## config.mk

```make
export PLATFORM = sky130hd
export DESIGN_NAME = motor_array
export DESIGN_NICKNAME = d
export VERILOG_FILES = /design/src/rtl/motor_pkg.sv /design/src/rtl/motor_if.sv /design/src/rtl/motor_channel.sv /design/src/rtl/motor_array.sv
export SDC_FILE = /design/constraint.sdc
export NUM_CORES = 1
export LEC_CHECK = 0
export ABC_AREA = 0
export BUFFER_PORTS_ARGS = -buffer_cell sky130_fd_sc_hd__buf_2
export CORE_MARGIN = 3
export CORE_UTILIZATION = 23
export DETAILED_ROUTE_END_ITERATION = 10
export PLACE_DENSITY = 0.36
export SLEW_MARGIN = 20
export SYNTH_ARGS = -nofsm -noshare
export SYNTH_HDL_FRONTEND = slang
export SYNTH_SLANG_ARGS = --single-unit
```

## constraint.sdc

```tcl
create_clock -name clk_100kHz -period 2.49 [get_ports clk_100kHz]
set_input_delay 0.3735 -clock clk_100kHz [delete_from_list [all_inputs] [get_ports clk_100kHz]]
set_output_delay 0.3735 -clock clk_100kHz [all_outputs]
set_load 0.1 [all_outputs]
```

## src/rtl/motor_pkg.sv

```systemverilog
// ---------------------------------------------------------------------------
// motor_pkg
// Shared definitions for the motor_array slice: direction input encodings,
// bridge-enable output encodings, the per-channel FSM state type and a helper
// that maps a state onto its bridge enables.
// Optional feature macro used elsewhere in the slice: MOTOR_RAMP_EN.
// ---------------------------------------------------------------------------
package motor_pkg;

   // Direction request encodings; both remaining codes (01/10) mean halt.
   localparam logic [1:0] DIR_FWD = 2'b11;
   localparam logic [1:0] DIR_BWD = 2'b00;

   // H-bridge enable encodings.
   localparam logic [1:0] EN_FWD  = 2'b10;
   localparam logic [1:0] EN_BWD  = 2'b01;
   localparam logic [1:0] EN_OFF  = 2'b00;

   typedef enum logic [1:0] {
      ST_HALT,
      ST_FWD,
      ST_BWD,
      ST_DEAD
   } motor_state_e;

   function automatic logic [1:0] state_to_en(motor_state_e s);
      case (s)
         ST_FWD:  return EN_FWD;
         ST_BWD:  return EN_BWD;
         default: return EN_OFF;
      endcase
   endfunction

endpackage

```

## src/rtl/motor_if.sv

```systemverilog


interface motor_ch_if #(
   parameter int CNT_W = 10
);
   logic             tick;
   logic [CNT_W-1:0] cnt;
   logic [1:0]       dir;
   logic [CNT_W-1:0] duty;
   logic [1:0]       en;
   logic             pwm;

   modport master (output tick, cnt, dir, duty, input en, pwm);
   modport slave  (input tick, cnt, dir, duty, output en, pwm);
endinterface

```

## src/rtl/motor_channel.sv

```systemverilog
// ---------------------------------------------------------------------------
// motor_channel
// One independent motor channel: HALT/FWD/BWD/DEAD state machine, the
// applied duty word and the registered pwm/en outputs.
// Ports:
//   clk_100kHz  clock
//   rst_n       asynchronous active-low reset
//   ch          motor_ch_if.slave (tick, cnt, dir, duty in; en, pwm out)
// Macro MOTOR_RAMP_EN: when defined, the applied duty slews toward the
// sampled target by at most RAMP_STEP per period instead of jumping.
// ---------------------------------------------------------------------------
module motor_channel
   import motor_pkg::*;
#(
   parameter int CNT_W     = 10,
   parameter int PERIOD    = 1000,
   parameter int DEAD_PER  = 2,
   parameter int RAMP_STEP = 10
) (
   input  logic         clk_100kHz,
   input  logic         rst_n,
   motor_ch_if.slave    ch
);

   localparam int               DW        = (DEAD_PER > 1) ? $clog2(DEAD_PER) : 1;
   localparam logic [DW-1:0]    DEAD_LAST = DW'(DEAD_PER - 1);
   localparam logic [CNT_W-1:0] PERIOD_W  = CNT_W'(PERIOD);

   motor_state_e     state_q, state_d;
   logic [CNT_W-1:0] duty_applied_q, duty_applied_d;
   logic [DW-1:0]    dead_cnt_q, dead_cnt_d;
   logic [1:0]       en_q, en_d;
   logic             pwm_q, pwm_d;

   logic [CNT_W-1:0] tgt;
   logic [CNT_W-1:0] step_duty;
   logic             dir_fwd, dir_bwd;

   // Next state and applied duty. Everything only moves on the period tick,
   // so inputs changing mid-period are invisible until the next boundary.
   // duty_applied_q is held at zero in HALT and DEAD, so using it as the
   // ramp base makes a channel leaving those states start from zero.
   always_comb begin
      state_d        = state_q;
      duty_applied_d = duty_applied_q;
      dead_cnt_d     = dead_cnt_q;
      dir_fwd        = (ch.dir == DIR_FWD);
      dir_bwd        = (ch.dir == DIR_BWD);
      tgt            = (ch.duty > PERIOD_W) ? PERIOD_W : ch.duty;
`ifdef MOTOR_RAMP_EN
      if (tgt > duty_applied_q) begin
         step_duty = ((32'(tgt) - 32'(duty_applied_q)) > 32'(RAMP_STEP)) ?
                     CNT_W'(32'(duty_applied_q) + 32'(RAMP_STEP)) : tgt;
      end else begin
         step_duty = ((32'(duty_applied_q) - 32'(tgt)) > 32'(RAMP_STEP)) ?
                     CNT_W'(32'(duty_applied_q) - 32'(RAMP_STEP)) : tgt;
      end
`else
      step_duty = tgt;
`endif
      if (ch.tick) begin
         case (state_q)
            ST_HALT: begin
               if (dir_fwd) begin
                  state_d        = ST_FWD;
                  duty_applied_d = step_duty;
               end else if (dir_bwd) begin
                  state_d        = ST_BWD;
                  duty_applied_d = step_duty;
               end
            end
            ST_FWD, ST_BWD: begin
               if ((dir_fwd && state_q == ST_FWD) || (dir_bwd && state_q == ST_BWD)) begin
                  duty_applied_d = step_duty;
               end else if (dir_fwd || dir_bwd) begin
                  state_d        = ST_DEAD;
                  duty_applied_d = '0;
                  dead_cnt_d     = '0;
               end else begin
                  state_d        = ST_HALT;
                  duty_applied_d = '0;
               end
            end
            ST_DEAD: begin
               if (dead_cnt_q == DEAD_LAST) begin
                  if (dir_fwd) begin
                     state_d        = ST_FWD;
                     duty_applied_d = step_duty;
                  end else if (dir_bwd) begin
                     state_d        = ST_BWD;
                     duty_applied_d = step_duty;
                  end else begin
                     state_d        = ST_HALT;
                  end
               end else begin
                  dead_cnt_d = dead_cnt_q + DW'(1);
               end
            end
            default: begin
               state_d        = ST_HALT;
               duty_applied_d = '0;
            end
         endcase
      end
   end

   // Output stage: en and pwm are both registered one cycle behind the state
   // and counter, so a new state's enables appear on the same cycle as the
   // first pwm cycle of the new period.
   always_comb begin
      en_d  = state_to_en(state_q);
      pwm_d = (ch.cnt < duty_applied_q);
   end

   // All channel state lives here; reset drops outputs immediately.
   always_ff @(posedge clk_100kHz or negedge rst_n) begin
      if (!rst_n) begin
         state_q        <= ST_HALT;
         duty_applied_q <= '0;
         dead_cnt_q     <= '0;
         en_q           <= EN_OFF;
         pwm_q          <= 1'b0;
      end else begin
         state_q        <= state_d;
         duty_applied_q <= duty_applied_d;
         dead_cnt_q     <= dead_cnt_d;
         en_q           <= en_d;
         pwm_q          <= pwm_d;
      end
   end

   assign ch.en  = en_q;
   assign ch.pwm = pwm_q;

endmodule

```

## src/rtl/motor_array.sv

```systemverilog
// ---------------------------------------------------------------------------
// motor_array
// N_CH independent PWM motor channels sharing one period counter.
// Ports:
//   clk_100kHz   clock
//   rst_n        asynchronous active-low reset
//   direction    2 bits/channel request: 11 fwd, 00 bwd, 01/10 halt
//   duty         CNT_W bits/channel target high-time per period
//   en           2 bits/channel bridge enables: 10 fwd, 01 bwd, 00 off
//   pwm          1 bit/channel PWM output
//   period_tick  high on the last cycle of every period
// Macro MOTOR_RAMP_EN (see motor_channel) enables duty ramping.
// ---------------------------------------------------------------------------
module motor_array
   import motor_pkg::*;
#(
   parameter int N_CH      = 2,
   parameter int CNT_W     = 10,
   parameter int PERIOD    = 1000,
   parameter int DEAD_PER  = 2,
   parameter int RAMP_STEP = 10
) (
   input  logic                  clk_100kHz,
   input  logic                  rst_n,
   input  logic [2*N_CH-1:0]     direction,
   input  logic [N_CH*CNT_W-1:0] duty,
   output logic [2*N_CH-1:0]     en,
   output logic [N_CH-1:0]       pwm,
   output logic                  period_tick
);

   localparam logic [CNT_W-1:0] LAST_CNT = CNT_W'(PERIOD - 1);

   logic [CNT_W-1:0] cnt_q, cnt_d;

   // Shared period counter: 0 .. PERIOD-1, then wrap.
   always_comb begin
      cnt_d = (cnt_q == LAST_CNT) ? '0 : cnt_q + CNT_W'(1);
   end

   always_ff @(posedge clk_100kHz or negedge rst_n) begin
      if (!rst_n) begin
         cnt_q <= '0;
      end else begin
         cnt_q <= cnt_d;
      end
   end

   assign period_tick = (cnt_q == LAST_CNT);

   for (genvar i = 0; i < N_CH; i++) begin : g_ch
      motor_ch_if #(.CNT_W(CNT_W)) ch_bus ();

      assign ch_bus.tick = period_tick;
      assign ch_bus.cnt  = cnt_q;
      assign ch_bus.dir  = direction[2*i +: 2];
      assign ch_bus.duty = duty[i*CNT_W +: CNT_W];
      assign en[2*i +: 2] = ch_bus.en;
      assign pwm[i]       = ch_bus.pwm;

      motor_channel #(
         .CNT_W     (CNT_W),
         .PERIOD    (PERIOD),
         .DEAD_PER  (DEAD_PER),
         .RAMP_STEP (RAMP_STEP)
      ) u_channel (
         .clk_100kHz (clk_100kHz),
         .rst_n      (rst_n),
         .ch         (ch_bus)
      );
   end

endmodule

```

==> flow_metrics.py <==
metrics = {
    "clock_tree": {
        "cts_htree_levels": 2,
        "cts_root_buffer": "clkbuf_16",
        "cts_setup_buffers": 0,
        "clk_latency_ns": 0.28,
        "postCtsResizedCells": 0,
        "cts_tree": "yes",
        "numCtsBuffers": 5,
        "cts.sinks": 42,
        "cts_buffer_depth": 2,
        "ctsHoldBuffers": 0,
        "clk_pin_slew_worst_paths_ns": 0.06,
    },
    "sta": {
        "setup_viol": 0,
        "maxSlewViolCount": 0,
        "timing.hold.ws_ns": 0.173,
        "hold_viol_final": 0,
        "setup_tns_ns": 0,
        "fin_crit_ns": 2.30,
        "slew_headroom_pct": 53.3,
        "min_period_over_period_pct": 92.5,
        "fin_skew_ns": 0.00345,
        "tightest_slew_ns": 0.699,
        "fmaxAchievable_mhz": 434,
        "rsz0062_at_grt": "false",
    },
    "route": {
        "antenna_left": 0,
        "vias_per_cell": 4.33,
        "drc": 0,
        "drt_iter0_drc": 41,
        "dr.pass1.iters": 4,
        "routed_wirelength_mm": 5.64,
        "num_vias": 1884,
        "wire_per_inst_um": 13.0,
    },
    "min_path": {
        "hold_path_class": "input port to async pin",
    },
    "setup_path": {
        "cp-startpoint": "cnt_q[1]$_DFF_PN0_",
        "r2r_end": "g_ch[1].u_channel.duty_applied_q[2]$_DFFE_PN0P_",
        "crit_buf_inv": 2,
        "critPathMaxStageDelay_ns": 0.41,
        "path_max_fanout": 10,
        "path_delay_family": "simple AND/OR/NAND/NOR gates",
        "crit-reg2reg-launch": "g_ch[1].u_channel.state_q[0]$_DFFE_PN0P_",
        "path_cells": "ha_1 > and3_1 > and3_1 > buf_4 > buf_12",
        "required_ns": 2.12,
        "critPathSlowestCell": "dfrtp_1",
        "reg2regPathDepth": 5,
        "r2r_slack_ns": 0.43,
        "crit_path_end_kind": "output pin",
        "crit_arrival_ns": 1.93,
        "critPathMostFrequentCell": "and3_1",
        "crit_cells": 5,
        "cp-start-kind": "flop",
        "critical_path_class": "flop to output pin",
    },
    "floorplanning": {
        "dieArea_sq_um": 12800,
        "ios": 33,
        "start_util_pct": 24.0,
        "row_count": 38,
        "core_sq_um": 11000,
        "fp.dieW_um": 113,
        "die_h_um": 113,
    },
    "power": {
        "p_per_area_nw_per_um2": 454,
        "power_mw": 1.42,
        "irDropWorstVdd_mv": 0.247,
        "leakagePower_nw": 1.73,
    },
    "global_routing": {
        "grt_pass1_wl_mm": 9.58,
        "grt.overflow.total": 0,
        "grt_pass1_vias": 1999,
        "grt_start_max_net_pins": 43,
        "grt_use_total_pct": 9.29,
        "antenna_found_initial": 0,
    },
    "finish": {
        "area_growth_pct": 18.3,
        "final_area_sq_um": 3130,
        "antennaDiodeCount": 0,
        "multiInputGateArea_sq_um": 1440,
        "fin_nets": 357,
        "drive_above_1_share_pct": 19.0,
        "mostFrequentLayoutCells": "42 x dfrtp_1, 37 x ha_1, 31 x buf_2",
        "final_common_cell": "dfrtp_1",
        "seqCellArea_sq_um": 1050,
        "fillers": 1176,
    },
    "placed_design": {
        "dpl-instance-area_sq_um": 2990,
        "routabilityCongestion": 0.719,
        "place_hpwl_mm": 4.26,
        "portBuffers": 32,
    },
    "flow_run": {
        "drv_cap": 0,
    },
    "yosys": {
        "yosys_warnings": 0,
        "yosysSeqAreaShare_pct": 39.7,
        "synth_area_sq_um": 2650,
        "ys.flop_type": "dfrtp_1",
        "ys_async_sr_fraction_pct": 100,
        "syn_avg_cell_area_sq_um": 10.4,
        "syn_nets": 318,
        "ys_seq_elements": 42,
        "synth_edf_count": 0,
        "synth_cell_types": 37,
        "synth_cells": 255,
    },
    "status": {
        "status": "finished clean",
    },
}
-- cells by family after synthesis --
kind of cell,after synthesis,synth area share [%]
fa+ha+maj,37,17.5
buf+inv,34,6.05
flops,42,39.7
simple gates,73,14.3
mux,26,10.5
xor+xnor,5,1.65
compound gates,38,10.4
-- how the worst max path moves through the flow --
| stage | endpoint | slack [ns] |
|---|---|---|
| after floorplan | g_ch[0].u_channel.state_q[0]$_DFFE_PN0P_ | 0.61 |
| after global placement | g_ch[1].u_channel.duty_applied_q[0]$_DFFE_PN0P_ | 0.45 |
| after detailed placement | g_ch[1].u_channel.duty_applied_q[2]$_DFFE_PN0P_ | 0.41 |
| after CTS | period_tick | 0.16 |
| after global routing | period_tick | 0.06 |
| final | period_tick | 0.19 |
-- cell usage after synthesis, types with 2 or more instances --
library cell  number  share of area [%]
o2bb2ai_1          2               0.66
inv_1             29                4.1
mux2_4             2                1.1
o2111ai_1          3               0.99
dfrtp_1           42                 40
nand2b_1           6                1.4
buf_4              2               0.57
ha_1              37                 17
a21oi_1            8                1.5
buf_6              2               0.85
xor2_1             2               0.66
nand3_1            9                1.7
o21ai_0            9                1.7
nand2_1           27                3.8
nor2b_1            2               0.47
a21boi_0           2               0.57
mux2_2             6                2.6
o221ai_1           2               0.66
nor3_1             2               0.38
mux2i_1           18                6.8
xnor2_1            3               0.99
a21o_1             4                1.1
and3_1             8                1.9
nand4_1            2               0.47
a22oi_1            3               0.85
nor2_1            10                1.4
a221oi_1           2               0.66
and4_1             2               0.66
-- power by group --
part,switching (mW),internal [mW]
combinational,0.0492,0.0332
sequential,0,0.682
clock,0.260,0.398
total,0.309,1.11
-- metal layers --
| metal | track usage, % | wire length (um) | up-vias |
|---|---|---|---|
| li1 | - | - | 956 |
| met1 | 12.0 | 2760 | 911 |
| met2 | 15.7 | 2740 | 15 |
| met3 | 1.93 | 107 | 2 |
| met4 | 2.64 | 38 | 0 |
| met5 | 0 | 0 | - |
-- sequential cells by signal, indices dropped and copies added, names as in the netlist --
register and flops:
g_ch.u_channel.ch.en 4, cnt_q 10, g_ch.u_channel.state_q 4, g_ch.u_channel.ch.pwm 2
g_ch.u_channel.duty_applied_q 20, g_ch.u_channel.dead_cnt_q 2
-- cell type report --
class	instances	share of cell area, %
Clock buffer	7	4.55
Inverter	29	3.47
Timing Repair Buffer	37	6.79
Clock inverter	1	0.160
Multi-Input combinational cell	179	45.9
Tap cell	140	5.59
Sequential cell	42	33.5
-- per-stage QoR --
stage	cells	utilization, %	worst slack, ns
finish	435	28.4	0.186
global route	435	28.4	0.0559
CTS	435	28.4	0.159
detailed placement	427	27.1	0.413
global placement	427	27.1	0.451
floorplan	255	-	0.607
Note: power is estimated with default switching activity, not from simulation.
